--- src/rtl/mips_multicycle_ctrl.sv ---
// Multicycle MIPS main controller: Moore FSM sequencing the shared datapath,
// with a bounded wait on the memory ready handshake.
//
// state   | meaning
// FETCH   | read instruction at PC, load IR and PC+4 on mem_ready
// DECODE  | branch target into ALUOut, dispatch on opcode
// MEMADR  | compute load/store address
// MEMRD   | data read, wait on mem_ready
// MEMWB   | load data written to rt
// MEMWR   | data write, wait on mem_ready
// RTYPEEX | ALU op selected by funct
// RTYPEWB | ALUOut written to rd
// BEQEX   | compare rs/rt, load PC from ALUOut if equal
// IEX     | ALU op with extended immediate
// IWB     | ALUOut written to rt
// JEX     | load PC with jump target
module mips_multicycle_ctrl #(
  parameter int WAIT_MAX = 15,
  parameter int OPW      = 6
) (
  input  logic           i_clk,
  input  logic           i_reset_n,
  input  logic [OPW-1:0] i_op,
  input  logic [OPW-1:0] i_funct,
  input  logic           i_zero,
  input  logic           i_mem_ready,
  output logic           o_pcwrite,
  output logic           o_irwrite,
  output logic           o_memread,
  output logic           o_memwrite,
  output logic           o_iord,
  output logic           o_regwrite,
  output logic           o_regdst,
  output logic           o_memtoreg,
  output logic           o_alusrca,
  output logic [1:0]     o_alusrcb,
  output logic [1:0]     o_pcsrc,
  output logic [2:0]     o_alucontrol,
  output logic           o_ext_zero,
  output logic           o_illegal,
  output logic           o_bus_err
);

  typedef enum logic [3:0] {
    S_FETCH, S_DECODE, S_MEMADR, S_MEMRD, S_MEMWB, S_MEMWR,
    S_RTYPEEX, S_RTYPEWB, S_BEQEX, S_IEX, S_IWB, S_JEX
  } state_t;

  localparam logic [OPW-1:0] OP_RTYPE = OPW'(6'b000000);
  localparam logic [OPW-1:0] OP_J     = OPW'(6'b000010);
  localparam logic [OPW-1:0] OP_BEQ   = OPW'(6'b000100);
  localparam logic [OPW-1:0] OP_ADDI  = OPW'(6'b001000);
  localparam logic [OPW-1:0] OP_ANDI  = OPW'(6'b001100);
  localparam logic [OPW-1:0] OP_ORI   = OPW'(6'b001101);
  localparam logic [OPW-1:0] OP_LW    = OPW'(6'b100011);
  localparam logic [OPW-1:0] OP_SW    = OPW'(6'b101011);
  localparam logic [7:0]     WAIT_LAST = 8'(WAIT_MAX - 1);

  state_t     r_state, w_next;
  logic [7:0] r_wait;
  logic       r_illegal, r_bus_err;
  logic       w_wait_st, w_timeout, w_ill_set;
  logic       w_pcwrite, w_irwrite, w_memread, w_memwrite, w_iord;
  logic       w_regwrite, w_regdst, w_memtoreg, w_alusrca, w_ext_zero;
  logic [1:0] w_alusrcb, w_pcsrc;
  logic [2:0] w_alucontrol;

  always_comb begin
    w_next       = r_state;
    w_wait_st    = 1'b0;
    w_timeout    = 1'b0;
    w_ill_set    = 1'b0;
    w_pcwrite    = 1'b0;
    w_irwrite    = 1'b0;
    w_memread    = 1'b0;
    w_memwrite   = 1'b0;
    w_iord       = 1'b0;
    w_regwrite   = 1'b0;
    w_regdst     = 1'b0;
    w_memtoreg   = 1'b0;
    w_alusrca    = 1'b0;
    w_ext_zero   = 1'b0;
    w_alusrcb    = 2'b00;
    w_pcsrc      = 2'b00;
    w_alucontrol = 3'b010;
    case (r_state)
      S_FETCH: begin
        w_memread = 1'b1;
        w_alusrcb = 2'b01;
        w_wait_st = 1'b1;
        if (i_mem_ready) begin
          w_irwrite = 1'b1;
          w_pcwrite = 1'b1;
          w_next    = S_DECODE;
        end
      end
      S_DECODE: begin
        w_alusrcb = 2'b11;
        case (i_op)
          OP_LW, OP_SW:             w_next = S_MEMADR;
          OP_RTYPE:                 w_next = S_RTYPEEX;
          OP_BEQ:                   w_next = S_BEQEX;
          OP_ADDI, OP_ANDI, OP_ORI: w_next = S_IEX;
          OP_J:                     w_next = S_JEX;
          default: begin
            w_next    = S_FETCH;
            w_ill_set = 1'b1;
          end
        endcase
      end
      S_MEMADR: begin
        w_alusrca = 1'b1;
        w_alusrcb = 2'b10;
        w_next    = (i_op == OP_SW) ? S_MEMWR : S_MEMRD;
      end
      S_MEMRD: begin
        w_memread = 1'b1;
        w_iord    = 1'b1;
        w_wait_st = 1'b1;
        if (i_mem_ready) w_next = S_MEMWB;
      end
      S_MEMWB: begin
        w_regwrite = 1'b1;
        w_memtoreg = 1'b1;
        w_next     = S_FETCH;
      end
      S_MEMWR: begin
        w_memwrite = 1'b1;
        w_iord     = 1'b1;
        w_wait_st  = 1'b1;
        if (i_mem_ready) w_next = S_FETCH;
      end
      S_RTYPEEX: begin
        w_alusrca = 1'b1;
        w_next    = S_RTYPEWB;
        case (i_funct)
          OPW'(6'b100000): w_alucontrol = 3'b010;
          OPW'(6'b100010): w_alucontrol = 3'b110;
          OPW'(6'b100100): w_alucontrol = 3'b000;
          OPW'(6'b100101): w_alucontrol = 3'b001;
          OPW'(6'b101010): w_alucontrol = 3'b111;
          default: begin
            w_next    = S_FETCH;
            w_ill_set = 1'b1;
          end
        endcase
      end
      S_RTYPEWB: begin
        w_regwrite = 1'b1;
        w_regdst   = 1'b1;
        w_next     = S_FETCH;
      end
      S_BEQEX: begin
        w_alusrca    = 1'b1;
        w_alucontrol = 3'b110;
        w_pcsrc      = 2'b01;
        w_pcwrite    = i_zero;
        w_next       = S_FETCH;
      end
      S_IEX: begin
        w_alusrca  = 1'b1;
        w_alusrcb  = 2'b10;
        w_ext_zero = (i_op == OP_ANDI) || (i_op == OP_ORI);
        if (i_op == OP_ANDI)     w_alucontrol = 3'b000;
        else if (i_op == OP_ORI) w_alucontrol = 3'b001;
        w_next = S_IWB;
      end
      S_IWB: begin
        // IR is stable, so re-decoding op reproduces the IEX extension mode
        w_regwrite = 1'b1;
        w_ext_zero = (i_op == OP_ANDI) || (i_op == OP_ORI);
        w_next     = S_FETCH;
      end
      S_JEX: begin
        w_pcsrc   = 2'b10;
        w_pcwrite = 1'b1;
        w_next    = S_FETCH;
      end
      default: w_next = S_FETCH;
    endcase
    // abort after WAIT_MAX unready cycles; writes above are already gated by ready
    if (w_wait_st && !i_mem_ready && r_wait == WAIT_LAST) begin
      w_timeout = 1'b1;
      w_next    = S_FETCH;
    end
  end

  always_ff @(posedge i_clk) begin
    if (!i_reset_n) begin
      r_state   <= S_FETCH;
      r_wait    <= 8'd0;
      r_illegal <= 1'b0;
      r_bus_err <= 1'b0;
    end else begin
      r_state   <= w_next;
      r_illegal <= w_ill_set;
      r_bus_err <= w_timeout;
      if (w_next != r_state || w_timeout) r_wait <= 8'd0;
      else if (w_wait_st && !i_mem_ready) r_wait <= r_wait + 8'd1;
    end
  end

  assign o_pcwrite    = i_reset_n & w_pcwrite;
  assign o_irwrite    = i_reset_n & w_irwrite;
  assign o_memread    = i_reset_n & w_memread;
  assign o_memwrite   = i_reset_n & w_memwrite;
  assign o_iord       = i_reset_n & w_iord;
  assign o_regwrite   = i_reset_n & w_regwrite;
  assign o_regdst     = i_reset_n & w_regdst;
  assign o_memtoreg   = i_reset_n & w_memtoreg;
  assign o_alusrca    = i_reset_n & w_alusrca;
  assign o_ext_zero   = i_reset_n & w_ext_zero;
  assign o_illegal    = i_reset_n & r_illegal;
  assign o_bus_err    = i_reset_n & r_bus_err;
  assign o_alusrcb    = i_reset_n ? w_alusrcb    : 2'b00;
  assign o_pcsrc      = i_reset_n ? w_pcsrc      : 2'b00;
  assign o_alucontrol = i_reset_n ? w_alucontrol : 3'b000;

endmodule

--- config.mk ---
export PLATFORM = sky130hd
export DESIGN_NAME = mips_multicycle_ctrl
export DESIGN_NICKNAME = d
export VERILOG_FILES = /design/src/rtl/mips_multicycle_ctrl.sv
export SDC_FILE = /design/constraint.sdc
export NUM_CORES = 1
export LEC_CHECK = 0
export ABC_AREA = 1
export CAP_MARGIN = 20
export CELL_PAD_IN_SITES_DETAIL_PLACEMENT = 1
export CELL_PAD_IN_SITES_GLOBAL_PLACEMENT = 1
export CORE_ASPECT_RATIO = 1.5
export CORE_MARGIN = 5
export CORE_UTILIZATION = 34
export DETAILED_ROUTE_END_ITERATION = 10
export PLACE_DENSITY_LB_ADDON = 0.2
export SETUP_SLACK_MARGIN = 0.5
export SYNTH_ARGS = -nofsm -noshare
export SYNTH_HDL_FRONTEND = slang
export SYNTH_SLANG_ARGS = --single-unit
export TNS_END_PERCENT = 100
--- constraint.sdc ---
create_clock -name i_clk -period 2.5 [get_ports i_clk]
set_input_delay 0.5 -clock i_clk [delete_from_list [all_inputs] [get_ports i_clk]]
set_output_delay 0.5 -clock i_clk [all_outputs]
set_load 0.01 [all_outputs]
Word-level counts from Yosys, hierarchy flattened
Index checks and enable logic that the tools add are counted.
{"block": "classes", "mux": 33, "n_eq_ne": 25, "n_reduce_logical": 19, "add_sub_neg": 1, "bitwise_logic": 13}
{"op": "6-bit equality test (second input constant)", "count": 7}
{"op": "4-bit case mux with 7 select lines", "count": 1}
{"op": "4-bit case mux with 5 select lines", "count": 1}
{"op": "6-bit by 4-bit equality test with 1-bit output (second input constant)", "count": 3}
{"op": "4-bit by 3-bit equality test with 1-bit output (second input constant)", "count": 4}
{"op": "4-bit equality test (second input constant)", "count": 4}
{"op": "4-bit two-way mux", "count": 4}
{"op": "1-bit two-way mux", "count": 14}
{"op": "1-bit AND", "count": 12}
{"op": "3-bit case mux with 4 select lines", "count": 1}
{"op": "2-bit OR reduction", "count": 6}
{"op": "3-bit two-way mux", "count": 3}
{"op": "3-bit case mux with 3 select lines", "count": 1}
{"op": "3-bit OR reduction", "count": 3}
{"op": "8-bit by 1-bit adder with 8-bit output (second input constant)", "count": 1}
{"op": "4-bit by 2-bit equality test with 1-bit output (second input constant)", "count": 2}
{"op": "8-bit by 4-bit equality test with 1-bit output (second input constant)", "count": 1}
{"op": "2-bit two-way mux", "count": 4}
{"op": "8-bit OR reduction", "count": 1}
{"op": "6-bit by 2-bit equality test with 1-bit output (second input constant)", "count": 1}
{"op": "6-bit by 3-bit equality test with 1-bit output (second input constant)", "count": 1}
{"op": "6-bit logical NOT", "count": 1}
{"op": "2-bit case mux with 3 select lines", "count": 1}
{"op": "5-bit OR reduction", "count": 1}
{"op": "other kinds (11)", "count": 13}
{"block": "totals", "output_inout_bits": 19, "word_cells": 95, "regBits": 14, "input_bits": 16}

Depth between registers and ports, before layout
{"block": "depth", "word_depth": 9, "mapped_depth": 14, "mapped_depth_nobuf": 13}

Worst setup path before layout
Ideal clock, no wire load.
{"block": "synth_timing", "kind": "input to output", "start": "input i_op[4]", "end": "output o_alucontrol[0]", "slack_ns": 0.655, "arrival_ns": 1.345, "t_required_ns": 2.000, "n_path_buf": 0, "cell_stages": 4, "cell_sequence": "nor2_2 > nand3_1 > nand3b_1 > a211oi_1"}
{"block": "synth_between", "elab_chain_cells": 5, "elab_cells_between_ends": 6, "classes_between": "eq/ne (2); mux (4)"}
{"item": "start: declaration", "line_no": "23", "text": "input logic [OPW-1:0] i_op,"}
{"item": "6-bit by 4-bit equality test with 1-bit output", "line_no": "165", "text": "else if (i_op == OP_ORI) w_alucontrol = 3'b001;"}
{"item": "2-bit two-way mux", "line_no": "165"}
{"item": "2-bit two-way mux (*)", "line_no": "164", "text": "if (i_op == OP_ANDI) w_alucontrol = 3'b000;"}
{"item": "3-bit case mux with 3 select lines (*)", "line_no": "86", "text": "case (r_state)"}
{"item": "3-bit two-way mux (*)", "line_no": "217", "text": "assign o_alucontrol = i_reset_n ? w_alucontrol : 3'b000;"}
{"item": "end: declaration", "line_no": "38", "text": "output logic [2:0] o_alucontrol,"}
Mark *: on every way between the ends. The rest lies on a longest branch, timed or not.

Final worst setup path
{"block": "layout_timing", "start": "register r_state[2]", "end": "output o_pcwrite"}
{"block": "layout_between", "elab_chain_cells": 3, "elab_cells_between_ends": 5, "classes_between": "eq/ne (2); mux (1); bitwise (1); reduce/logical (1)"}
{"item": "start: declaration", "line_no": "59", "text": "state_t r_state, w_next;"}
{"item": "start signal: assignment", "line_no": "195", "text": "r_state <= w_next;"}
{"item": "4-bit equality test / 4-bit logical NOT (equally long branches)", "line_no": "86"}
{"item": "1-bit case mux with 3 select lines (*)", "line_no": "86"}
{"item": "1-bit AND (*)", "line_no": "203", "text": "assign o_pcwrite = i_reset_n & w_pcwrite;"}
{"item": "end: declaration", "line_no": "27", "text": "output logic o_pcwrite,"}
Marks and branches as above.

==> results_dict.tcl <==
set metrics [dict create \
    numCtsBuffers 3 \
    diodes 0 \
    critPathRequiredTime_ns 2.00 \
    place_hpwl_um 3809 \
    antenna_found_initial 0 \
    layout_commonest_cell "nand2_1" \
    netlist_area_um2 1276 \
    crit_path_top_delay_cell "dfxtp_4" \
    finalSetupViolCount 0 \
    drive_gt1_share_pct 48.47 \
    fin_nets 315 \
    synth_cell_type_count 32 \
    design.die.area_um2 5104 \
    ys_seq_area_share_pct 21.96 \
    power_density_nw_per_um2 276.1 \
    setup.worst_path.start "r_state[2]" \
    ir_drop_mv 0.2040 \
    postSynthCellCount 222 \
    grt_usage_pct 21.32 \
    crit_path_cell_trace "inv_4 -> nand2_2 -> buf_4 -> inv_1 -> nand2_1 -> o32ai_2 -> buf_2" \
    cp.arrival_ns 1.54 \
    synth_fp_nets 240 \
    io_pins 35 \
    layout_setup_ws_ns 0.4585 \
    power_uw 622.2 \
    layout_common_cells "nand2_1, buf_4, nor2_1" \
    placementRows 27 \
    syn_to_final_growth_pct 76.57 \
    ys_ff_latch 14 \
    start_util_pct 34.98 \
    ys_warn_count 0 \
    gr-total-overflow 0 \
    grt_max_degree 10 \
    die_y_um 85.04 \
    portBuffers 34 \
    drt_iter0_drc 60 \
    wire_per_inst_um 17.83 \
    worstPathMaxFanout 5 \
    fin_skew_ns 0.005734 \
    fin_area_um2 2253 \
    grt_pass1_vias 1873 \
    via_per_inst 5.260 \
    maxCapViolations 0 \
    ctsLongestPathBuffers 2 \
    hp-start "r_wait[3]" \
    crit_path_start_kind "flip-flop" \
    cts_hold_buf 0 \
    p_leak_uw 0.001052 \
    path_buf_inv 4 \
    crit_path_end_kind "output port" \
    finalHoldViolations 0 \
    drv_slew 0 \
    fmax_ghz 0.4898 \
    r2r_start "r_state[3]" \
    htreeDepth 1 \
    grt_pass1_wl_um 8431 \
    status "finished, final reports clean" \
    place_ws_ns -0.2765 \
    cts_sinks 14 \
    tightest_slew_ns 0.2427 \
    rsz0062_at_grt "yes" \
    cts-root-buf "clkbuf_8" \
    clk_latency_ns 0.26 \
    placed_area_um2 1833 \
    drc 0 \
    hold_class "reg -> reg" \
    clk_pin_slew_ns 0.06 \
    routed_wl_um 6026 \
    drtPass1Iterations 4 \
    slew_headroom_pct 83.80 \
    critical_path.top_delay_family "buffers and inverters" \
    num_vias 1778 \
    dieWidth_um 60.03 \
    place_congestion 0.8687 \
    fin_crit_sh_pct 81.66 \
    path_class "reg -> out" \
    synth.avg_cell_area_um2 5.749 \
    finalCriticalPeriod_ns 2.041 \
    ant_nets 0 \
    cts_tree "built" \
    cpPeakStageDelay_ns 0.38 \
    core-area_um2 3649 \
]
==> sequential cells by signal, summed over array words and instances, names as in the netlist <==
signal	count
r_state	4
r_wait	8
r_illegal	1
r_bus_err	1
==> final timing paths <==
| path | end | slack [ns] | cells past startpoint |
|---|---|---|---|
| hold / removal | r_wait[3] | 0.55 | 3 |
| hold reg to reg | r_wait[3] | 0.55 | 3 |
| setup / recovery | o_pcwrite | 0.46 | 7 |
| setup reg to reg | r_wait[4] | 0.59 | 11 |
==> cell type report <==
type	count	area, um2
clock buffer	3	41.29
timing repair buffer	72	571.8
sequential	14	292.8
inverter	38	155.1
multi-input combinational	168	1139
tap	43	53.80
fill	488	1395
==> per-layer routing <==
metal | up-vias | track usage [%] | wire, um | part of all wire, %
met5 | - | 0 | 0 | 0
met4 | 0 | 10.89 | 316 | 5.2
met3 | 18 | 1.979 | 173 | 2.9
met2 | 50 | 41.54 | 3497 | 58
met1 | 849 | 20.67 | 2038 | 34
li1 | 861 | - | - | -
==> cells by family (layout without fill, tap and decap cells) <==
kind of cell / after synthesis / in the layout / synth area share (%)
buffers and inverters: 40 / 113 / 12.35
DFF: 14 / 14 / 21.96
adders and majority gates: 2 / 2 / 1.960
AOI/OAI and AO/OA: 16 / 16 / 7.550
xor gates and xnor gates: 5 / 5 / 3.431
and+or+nand+nor: 144 / 144 / 51.96
muxes: 1 / 1 / 0.7843
==> what timing repair did <==
item | in CTS | in global routing
setup endpoints to repair | 27 | 23
pin swaps | 16 | 15
resized for setup | 117 | 77
buffers inserted | 8 | 8
==> stage by stage <==
step / std cells / hold WS (ns) / utilization [%] / setup TNS, ns
final: 338 / 0.5505 / 61.76 / 0
after global routing: 338 / 0.6106 / 61.76 / 0
after CTS: 330 / 0.5417 / 55.90 / 0
after detailed placement: 319 / 0.5290 / 50.24 / -1.083
after global placement: 319 / 0.5232 / 50.24 / -1.001
after floorplan: 222 / 0.5101 / - / 0
==> worst register-to-register path, cell delays in order (launching register included) <==
cell and delay, ns:
dfxtp_2 0.38, inv_2 0.08, buf_4 0.15, nand2_4 0.10, nor2_4 0.06, nor2_2 0.14
nand2_2 0.09, nand3_2 0.18, nand4_1 0.13, nor2_2 0.15, nand3_4 0.17, nor3_1 0.20
==> cells in the mapped netlist <==
| master | number | area [um2] |
|---|---|---|
| nor2_4 | 1 | 11.26 |
| nor2_2 | 5 | 31.28 |
| buf_6 | 1 | 11.26 |
| nor3_1 | 13 | 65.06 |
| and3b_1 | 1 | 8.760 |
| mux2i_1 | 1 | 10.01 |
| nand3_1 | 20 | 100.1 |
| a211oi_1 | 1 | 7.510 |
| o21ai_0 | 3 | 15.01 |
| xor2_1 | 4 | 35.03 |
| dfxtp_1 | 14 | 280.3 |
| nand3b_1 | 1 | 7.510 |
| nand3_2 | 2 | 20.02 |
| a41oi_1 | 1 | 8.760 |
| nand2_2 | 2 | 12.51 |
| a31oi_1 | 2 | 12.51 |
| clkbuf_1 | 1 | 3.750 |
| inv_1 | 35 | 131.4 |
| nand2_4 | 2 | 22.52 |
| nor4_1 | 1 | 6.260 |
| nor2_1 | 44 | 165.2 |
| o32ai_1 | 1 | 8.760 |
| o22ai_1 | 1 | 6.260 |
| ha_1 | 2 | 25.02 |
| nand2_1 | 45 | 168.9 |
| o211ai_1 | 1 | 7.510 |
| or3_1 | 1 | 6.260 |
| inv_2 | 2 | 7.510 |
| clkinv_1 | 1 | 3.750 |
| xnor2_1 | 1 | 8.760 |
| nand4_1 | 6 | 37.54 |
| a21oi_1 | 6 | 30.03 |
==> where the power goes <==
group	leakage, uW	internal, uW	switching [uW]
Clock	0.0000216	107	90.1
Sequential	0.000116	225	7.90
Combinational	0.000914	81.3	110
Total	0.00105	414	208
(Power assumes the default switching activity.)
